**config.mk**
```make
export PLATFORM = sky130hd
export DESIGN_NAME = alu_arbiter
export DESIGN_NICKNAME = d
export VERILOG_FILES = /design/src/rtl/alu_pkg.sv /design/src/rtl/rr_arb2.sv /design/src/rtl/alu_arbiter.sv
export SDC_FILE = /design/constraint.sdc
export NUM_CORES = 1
export LEC_CHECK = 0
export ABC_AREA = 0
export CORE_ASPECT_RATIO = 1.75
export CORE_MARGIN = 2
export CORE_UTILIZATION = 33
export DETAILED_ROUTE_END_ITERATION = 10
export GPL_TIMING_DRIVEN = 1
export PLACE_DENSITY = 0.84
export SLEW_MARGIN = 20
export SYNTH_ARGS = -nofsm -noshare
export SYNTH_HDL_FRONTEND = slang
export SYNTH_SLANG_ARGS = --single-unit
export TNS_END_PERCENT = 10
```
**constraint.sdc**
```tcl
create_clock -name clk -period 2.1 [get_ports clk]
set_clock_uncertainty 0.05 [all_clocks]
set_input_delay 0.21 -clock clk [delete_from_list [all_inputs] [get_ports clk]]
set_output_delay 0.21 -clock clk [all_outputs]
set_load 0.05 [all_outputs]
```
**src/rtl/alu_pkg.sv**
```systemverilog
`default_nettype none
// ============================================================================
//  Module      : alu_pkg
//  Description : Shared ALU control codes, arbiter state encoding and the
//                record type for an accepted operation.
//  Revision    : 1.0  initial release
// ============================================================================
package alu_pkg;

    localparam int unsigned c_DATA_W = 32;
    localparam int unsigned c_CTRL_W = 4;

    // ALUControl codes understood by the ALU
    localparam logic [3:0] c_ALU_ADD  = 4'b0000;
    localparam logic [3:0] c_ALU_SUB  = 4'b1000;
    localparam logic [3:0] c_ALU_SLL  = 4'b0001;
    localparam logic [3:0] c_ALU_SLT  = 4'b0010;
    localparam logic [3:0] c_ALU_SLTU = 4'b0011;
    localparam logic [3:0] c_ALU_XOR  = 4'b0100;
    localparam logic [3:0] c_ALU_SRL  = 4'b0101;
    localparam logic [3:0] c_ALU_SRA  = 4'b1101;
    localparam logic [3:0] c_ALU_OR   = 4'b0110;
    localparam logic [3:0] c_ALU_AND  = 4'b0111;

    // Arbiter sequencing: IDLE and RESP may accept, ISSUE never does
    typedef enum logic [1:0] {
        ST_IDLE  = 2'b00,
        ST_ISSUE = 2'b01,
        ST_RESP  = 2'b10
    } arb_state_t;

    // Everything the arbiter keeps about an accepted operation
    typedef struct packed {
        logic        id;
        logic        illegal;
        logic [3:0]  ctrl;
        logic [31:0] a;
        logic [31:0] b;
    } op_latch_t;

    // True for the ten codes the ALU implements
    function automatic logic is_legal_op(input logic [3:0] op);
        logic legal;
        case (op)
            c_ALU_ADD, c_ALU_SUB, c_ALU_SLL, c_ALU_SLT, c_ALU_SLTU,
            c_ALU_XOR, c_ALU_SRL, c_ALU_SRA, c_ALU_OR,  c_ALU_AND: legal = 1'b1;
            default:                                               legal = 1'b0;
        endcase
        return legal;
    endfunction

endpackage : alu_pkg
`default_nettype wire

```
**src/rtl/rr_arb2.sv**
```systemverilog
`default_nettype none
// ============================================================================
//  Module      : rr_arb2
//  Description : Two-way round-robin arbiter. Grants at most one valid
//                requester while enabled; under contention the requester not
//                granted last wins. The pointer advances on every grant.
//  Revision    : 1.0  initial release
// ============================================================================
module rr_arb2 (
    input  logic       clk,
    input  logic       reset,
    input  logic       i_en,
    input  logic [1:0] i_valid,
    output logic [1:0] o_grant,
    output logic       o_grant_id
);

    // Index of the requester granted most recently
    logic r_last;
    logic w_pick1;

    // Choose the winner: a lone requester always wins, contention alternates
    always_comb begin
        w_pick1 = 1'b0;
        o_grant = 2'b00;
        if (i_en) begin
            case (i_valid)
                2'b01: begin
                    w_pick1 = 1'b0;
                    o_grant = 2'b01;
                end
                2'b10: begin
                    w_pick1 = 1'b1;
                    o_grant = 2'b10;
                end
                2'b11: begin
                    w_pick1 = ~r_last;
                    o_grant = r_last ? 2'b01 : 2'b10;
                end
                default: begin
                    w_pick1 = 1'b0;
                    o_grant = 2'b00;
                end
            endcase
        end
    end

    assign o_grant_id = w_pick1;

    // Remember who won; reset to 1 so requester 0 wins the first contention
    always_ff @(posedge clk or posedge reset) begin
        if (reset) begin
            r_last <= 1'b1;
        end else if (i_en && (i_valid != 2'b00)) begin
            r_last <= w_pick1;
        end
    end

endmodule : rr_arb2
`default_nettype wire

```
**src/rtl/alu_arbiter.sv**
```systemverilog
`default_nettype none
// ============================================================================
//  Module      : alu_arbiter
//  Description : Shares one registered ALU between two requesters. An
//                accepted operation is issued to the ALU for one cycle and
//                answered in the following cycle (handshake -> response in
//                two edges). A new request may be accepted in the response
//                cycle, giving one operation every two cycles. Undefined
//                codes run as ADD but are answered with illegal=1, result 0.
//  Revision    : 1.0  initial release
// ============================================================================
module alu_arbiter
    import alu_pkg::*;
(
    input  logic        clk,
    input  logic        reset,
    // requester 0
    input  logic        req0_valid,
    output logic        req0_ready,
    input  logic [3:0]  req0_op,
    input  logic [31:0] req0_a,
    input  logic [31:0] req0_b,
    // requester 1
    input  logic        req1_valid,
    output logic        req1_ready,
    input  logic [3:0]  req1_op,
    input  logic [31:0] req1_a,
    input  logic [31:0] req1_b,
    // response
    output logic        rsp_valid,
    output logic        rsp_id,
    output logic [31:0] rsp_result,
    output logic        rsp_zero,
    output logic        rsp_illegal,
    // ALU side
    output logic [31:0] alu_a,
    output logic [31:0] alu_b,
    output logic [3:0]  alu_ctrl,
    input  logic [31:0] alu_result
);

    arb_state_t  r_state;
    arb_state_t  w_state_nxt;
    op_latch_t   r_lat;
    op_latch_t   w_sel;

    logic        w_accept;
    logic [1:0]  w_grant;
    logic        w_grant_id;
    logic        w_handshake;
    logic        w_in_resp;
    logic [3:0]  w_sel_op;
    logic [31:0] w_rsp_result;

    assign w_accept = (r_state == ST_IDLE) || (r_state == ST_RESP);

    rr_arb2 u_rr_arb2 (
        .clk        (clk),
        .reset      (reset),
        .i_en       (w_accept),
        .i_valid    ({req1_valid, req0_valid}),
        .o_grant    (w_grant),
        .o_grant_id (w_grant_id)
    );

    assign req0_ready  = w_grant[0];
    assign req1_ready  = w_grant[1];
    // The arbiter only grants valid requesters, so any grant is a handshake
    assign w_handshake = |w_grant;

    // Build the record for the winning requester; illegal codes run as ADD
    always_comb begin
        w_sel_op      = w_grant_id ? req1_op : req0_op;
        w_sel.id      = w_grant_id;
        w_sel.illegal = ~is_legal_op(w_sel_op);
        w_sel.ctrl    = is_legal_op(w_sel_op) ? w_sel_op : c_ALU_ADD;
        w_sel.a       = w_grant_id ? req1_a : req0_a;
        w_sel.b       = w_grant_id ? req1_b : req0_b;
    end

    // State register; reset drops any in-flight operation
    always_ff @(posedge clk or posedge reset) begin
        if (reset) begin
            r_state <= ST_IDLE;
        end else begin
            r_state <= w_state_nxt;
        end
    end

    // Next-state sequencing and the response strobe
    always_comb begin
        w_state_nxt = r_state;
        rsp_valid   = 1'b0;
        case (r_state)
            ST_IDLE: begin
                if (w_handshake) begin
                    w_state_nxt = ST_ISSUE;
                end
            end
            ST_ISSUE: begin
                w_state_nxt = ST_RESP;
            end
            ST_RESP: begin
                rsp_valid   = 1'b1;
                w_state_nxt = w_handshake ? ST_ISSUE : ST_IDLE;
            end
            default: begin
                w_state_nxt = ST_IDLE;
            end
        endcase
    end

    // Capture the accepted operation; this is the only place the ALU
    // operands change, so they hold their values outside ISSUE
    always_ff @(posedge clk or posedge reset) begin
        if (reset) begin
            r_lat.id      <= 1'b0;
            r_lat.illegal <= 1'b0;
            r_lat.ctrl    <= c_ALU_ADD;
            r_lat.a       <= 32'd0;
            r_lat.b       <= 32'd0;
        end else if (w_handshake) begin
            r_lat <= w_sel;
        end
    end

    assign alu_a    = r_lat.a;
    assign alu_b    = r_lat.b;
    assign alu_ctrl = r_lat.ctrl;

    // Response fields; zero is derived here rather than taken from the ALU
    assign w_in_resp    = (r_state == ST_RESP);
    assign w_rsp_result = (w_in_resp && !r_lat.illegal) ? alu_result : 32'd0;
    assign rsp_result   = w_rsp_result;
    assign rsp_zero     = w_in_resp && (w_rsp_result == 32'd0);
    assign rsp_illegal  = w_in_resp && r_lat.illegal;
    assign rsp_id       = r_lat.id;

endmodule : alu_arbiter
`default_nettype wire

```
* Yosys cells after proc, flatten, opt, wreduce, memory -nomap -nowiden
Memories as Yosys holds them, arrays and structs flattened.
Index checks and enable logic that the tools add are counted.
** Operators by class
- Equal/unequal tests :: 6
- Bitwise operators :: 2
- Add/subtract/negate cells :: 0
- Magnitude comparators :: 0
- Multipliers :: 0
- Mux-type cells :: 14
- Shift operators :: 0
- Reduce and logical (&&, ||, !) cells :: 10
- Div/mod/pow operators :: 0
** Operators with widths (count)
- 2-to-1 mux 32 bit :: 3
- zero test 32 bit :: 1
- one-hot mux 2 bit (3 select lines) :: 2
- 2-to-1 mux 4 bit :: 2
- equality test 2 bit, second input constant :: 3
- 2-to-1 mux 2 bit :: 3
- equality test 2 x 1 -> 1 bit, second input constant :: 2
- logical AND 1 bit :: 4
- 2-to-1 mux 1 bit :: 3
- zero test 2 bit :: 1
- != test 2 bit, second input constant :: 1
- NOT 1 bit :: 2
- one-hot mux 1 bit (2 select lines) :: 1
- nonzero test 2 bit :: 1
- OR reduction 2 bit :: 1
- zero test 1 bit :: 1
- logical OR 1 bit :: 1
** Storage, ports and cells
- Memories :: 2
- Memory bits (writable) :: 0
- ROM bits :: 32
- Bits in latches :: 0
- Flip-flop bits (word level) :: 73
- Bits of input ports :: 172
- Output and inout bits :: 106
** Memory list
- (no name shown) :: words 16, width 1, rd ports 1, clocked after Yosys merged registers in 0, write ports 0, line alu_pkg.sv:44 : case (op)
- (no name shown) :: words 16, width 1, rd ports 1, clocked after Yosys merged registers in 0, write ports 0, line alu_pkg.sv:44

* Longest topological paths before layout
- Depth in word-level cells :: 6
- Gate-level depth with buffers :: 7
- Gate-level depth less buffers :: 5

* Cells and area by module
A second synthesis with hierarchy kept.
** Second synthesis, totals
- Cells, all modules :: 444
- Area, all modules :: 4266.6 um^2
** By module, submodules not included
- alu_arbiter :: cells an instance 434, area an instance 4195.3 um^2, instances 1
- rr_arb2 :: cells an instance 10, area an instance 71.3 um^2, instances 1

* Worst setup path after synthesis
Ideal clock, no wire load.
- Path type :: flip-flop to output port
- From :: reg r_state[0]
- To :: out rsp_zero
- Path slack :: -0.107 ns
- Data required time :: 1.840 ns
- Cell stages (with the launch flop) :: 7
- Arrival :: 1.947 ns
- Path buffers :: 1
- Path through :: dfrtp_1 -> buf_2 -> inv_2 -> nand2_1 -> inv_1 -> and2_1 -> a41o_1
** On the way
- Longest elaborated chain between the ends :: 5
** Ends and longest elaborated chain
- start: declaration :: line alu_arbiter.sv:42 : arb_state_t r_state;
- start signal: assignment :: line alu_arbiter.sv:86 : r_state <= w_state_nxt;
- equality test 2 bit * :: line alu_arbiter.sv:132 : assign w_in_resp = (r_state == ST_RESP);
- logical AND 1 bit :: line alu_arbiter.sv:133 : assign w_rsp_result = (w_in_resp && !r_lat.illegal) ? alu_result : 32'd0;
- 2-to-1 mux 32 bit :: line alu_arbiter.sv:133
- zero test 32 bit :: line alu_arbiter.sv:135 : assign rsp_zero = w_in_resp && (w_rsp_result == 32'd0);
- logical AND 1 bit * :: line alu_arbiter.sv:135
- end: declaration :: line alu_arbiter.sv:33 : output logic rsp_zero,
Every way passes the cells marked *; elsewhere a longest branch is shown, timed or not.

* Final worst setup path
- From :: reg r_state[0]
- To :: out rsp_result[19]
** On the way
- Longest elaborated chain between the ends :: 3
** Ends and longest elaborated chain
- equality test 2 bit :: line alu_arbiter.sv:132
- logical AND 1 bit :: line alu_arbiter.sv:133
- 2-to-1 mux 32 bit :: line alu_arbiter.sv:133
- end: declaration :: line alu_arbiter.sv:32 : output logic [31:0] rsp_result,
No other way between the ends.

==> impl_metrics.json <==
{
  "cts_sinks": 73,
  "synth_cells": 439,
  "period_share": 0.956,
  "synth_ff_type": "dfrtp_1",
  "synth_edf_count": 0,
  "required_ps": 1840,
  "ir_drop_mv": 0.468,
  "ys_async_sr_fraction": 1.00,
  "via_per_inst": 4.64,
  "cp-end-kind": "output port",
  "synth.area.top_cells": "dfrtp_1 (43%), mux2i_1 (15%), buf_4 (14%)",
  "gp_congestion": 0.765,
  "synth.area.mux_share": 0.154,
  "startpoint": "r_state[0]",
  "critPathKind": "flip-flop to output port",
  "ios": 278,
  "grt_pass1_vias": 4034,
  "crit_path_start_kind": "flip-flop",
  "hp-class": "input pin to asynchronous set/reset pin",
  "grt-ovfl-total": 0,
  "synth_cell_type_count": 34,
  "dieHeight_um": 153,
  "worstPathArrival_ps": 1750,
  "tns_ps": 0,
  "first_pass_iters": 4,
  "synth_adder_area_share": 0,
  "rr_endpoint": "alu_ctrl[1]",
  "root_buffer": "clkbuf_16",
  "n_fill_cell": 1031,
  "synth_top_family_by_area": "buffers and inverters",
  "start_util": 0.335,
  "grt_usage": 0.183,
  "leakagePower_uw": 0.00304,
  "place_hpwl_um": 10300,
  "yosys_warnings": 0,
  "max_slew_margin": 0.638,
  "die_w_um": 89.0,
  "rows": 54,
  "finalSetupViolCount": 0,
  "postLayoutCoreUtil": 0.595,
  "layout-drive-gt1-share": 0.114,
  "grt_pass1_wl_um": 19200,
  "cts.clk_slew.worst_paths_ps": 60,
  "clockBufferDepth": 2,
  "route.detailed.drc": 0,
  "yosys.area.top_type": "dfrtp_1",
  "antenna_found_initial": 0,
  "synth_compound_area_frac": 0.105,
  "syn_area_per_cell_sq_um": 9.50,
  "drtIter0Drc": 89,
  "ys_seq_area_frac": 0.438,
  "synth-simple-area-share": 0.144,
  "worst_slew_pin_slew_ps": 542,
  "routed_wirelength_um": 12800,
  "diodes": 0,
  "nNetsFinal": 817,
  "synth_top_area_frac": 0.432,
  "area_delta_synth_final_pct": 77.5,
  "hold_viol": 0,
  "antenna_left": 0,
  "drv_cap": 0,
  "wl_per_cell_um": 15.7,
  "synthXorXnorAreaFrac": 0.00420,
  "crit_fanout": 16,
  "io_buffer_count": 277,
  "crit_end": "rsp_result[19]",
  "status": "complete, no violations",
  "dieArea_sq_um": 13600,
  "maxSlewViolCount": 0,
  "r2r_slack_ps": 430,
  "postCtsHoldBufs": 0,
  "ys_seq_elements": 73,
  "fmax_ghz": 0.498,
  "grt_max_degree": 76,
  "h-tree-depth": 3,
  "period_needed_ps": 2010,
  "worstReg2RegStart": "u_rr_arb2.r_last",
  "cts_made_buffers": 9,
  "r2r.worst_path.cells": 5,
  "worstSkewPairLatency_ps": 320,
  "cts_tree": "yes",
  "vias": 3794,
  "synth_area_sq_um": 4170,
  "power_density_nw_per_um2": 900,
  "synth_nets": 611,
  "core_area_sq_um": 12400
}
==> synth_stat cells (2+ instances only) <==
cell       n
dfrtp_1   72
clkbuf_1  11
buf_4     75
nor2_1     6
mux2i_1   64
nor4_1     9
nand2_1   68
a311oi_1   2
inv_1      3
o21ai_1   64
and2_1    33
buf_1      5
o21ai_0    2
a21o_1     3
xor2_1     2
buf_2      2
==> critical path: stages (launching register included) <==
cell	delay [ps]
dfrtp_1	460
inv_2	110
nand2_1	120
nor2_2	160
buf_6	180
and2_1	230
buf_12	160
==> where the power goes <==
group          switching [uW]  internal, uW  total [uW]
combinational            1830          1220        3050
clock                     568          1190        1750
sequential                159          1700        1860
total                    2560          4110        6660
==> area by class of cell <==
cell class	count	area, sq um	share of cell area
flip-flops and latches	73	1830	0.247
clock buffers	10	239	0.0323
inverters	4	18.8	0.00254
multi-input cells	269	1720	0.232
clock inverters	5	104	0.0140
well taps	168	210	0.0284
repair buffers	288	3280	0.444
==> sequential cells by signal, indices dropped and copies added (netlist names) <==
signal            count
alu_a                32
alu_b                32
alu_ctrl              4
r_lat                 1
r_state               2
rsp_id                1
u_rr_arb2.r_last      1
==> cell families (layout without fill, tap and decap cells) <==
group	after synthesis	count (layout)
AND/OR/NAND/NOR	124	124
buffers and inverters	97	307
AO/OA/AOI/OAI	79	79
multiplexers	64	64
XOR/XNOR	2	2
flip-flops	73	73
==> layer usage <==
metal | share of wire | vias to the layer above | track usage
met5 | 0 | - | 0
met4 | 0.019 | 0 | 0.0618
met3 | 0.086 | 17 | 0.0525
met2 | 0.58 | 181 | 0.369
met1 | 0.31 | 1768 | 0.160
li1 | - | 1828 | -
==> what timing repair did <==
| action | CTS | global route |
|---|---|---|
| setup buffers | 0 | 1 |
| gates cloned | 0 | 1 |
| resized for setup | 3 | 5 |
| pin swaps | 0 | 0 |
| endpoints found under the setup margin | 5 | 33 |
==> metrics by stage <==
stage / setup slack (ps) / hold WS, ps / area (sq um) / instances / total power [uW]
final: 92.7 / 303 / 7400 / 817 / 6660
after global routing: -3.34 / 342 / 7400 / 817 / 6970
after CTS: 4.28 / 312 / 7370 / 815 / 6720
after detailed placement: -53.4 / 370 / 7020 / 800 / 4940
after global placement: 2.06 / 359 / 7020 / 800 / 4880
after floorplan: 40.2 / 314 / 4180 / 439 / 4010
==> layout by cell type, fill, tap and decap left out, types with 8 or more instances in the layout <==
| master | netlist | final |
|---|---|---|
| nor4_1 | 9 | 8 |
| nand2_1 | 68 | 68 |
| dfrtp_1 | 72 | 72 |
| and2_1 | 33 | 31 |
| o21ai_1 | 64 | 64 |
| clkdlybuf4s50_1 | 0 | 240 |
| mux2i_1 | 64 | 64 |
| clkbuf_16 | 0 | 9 |
| buf_12 | 0 | 41 |
==> worst min-delay path by stage <==
| stage | slack (ps) | startpoint | cells after the start | end |
|---|---|---|---|---|
| 2_1_floorplan | 310 | req1_op[0] | 2 | alu_ctrl[0] |
| 3_3_place_gp | 360 | r_state[1] | 1 | r_state[1] |
| 3_5_place_dp | 370 | r_state[1] | 1 | r_state[1] |
| 4_1_cts | 310 | reset | 3 | alu_a[9] |
| 5_1_grt | 340 | reset | 3 | alu_a[15] |
| 6_report | 300 | reset | 3 | alu_a[9] |
No activity file was read; power rests on OpenSTA's default activity.
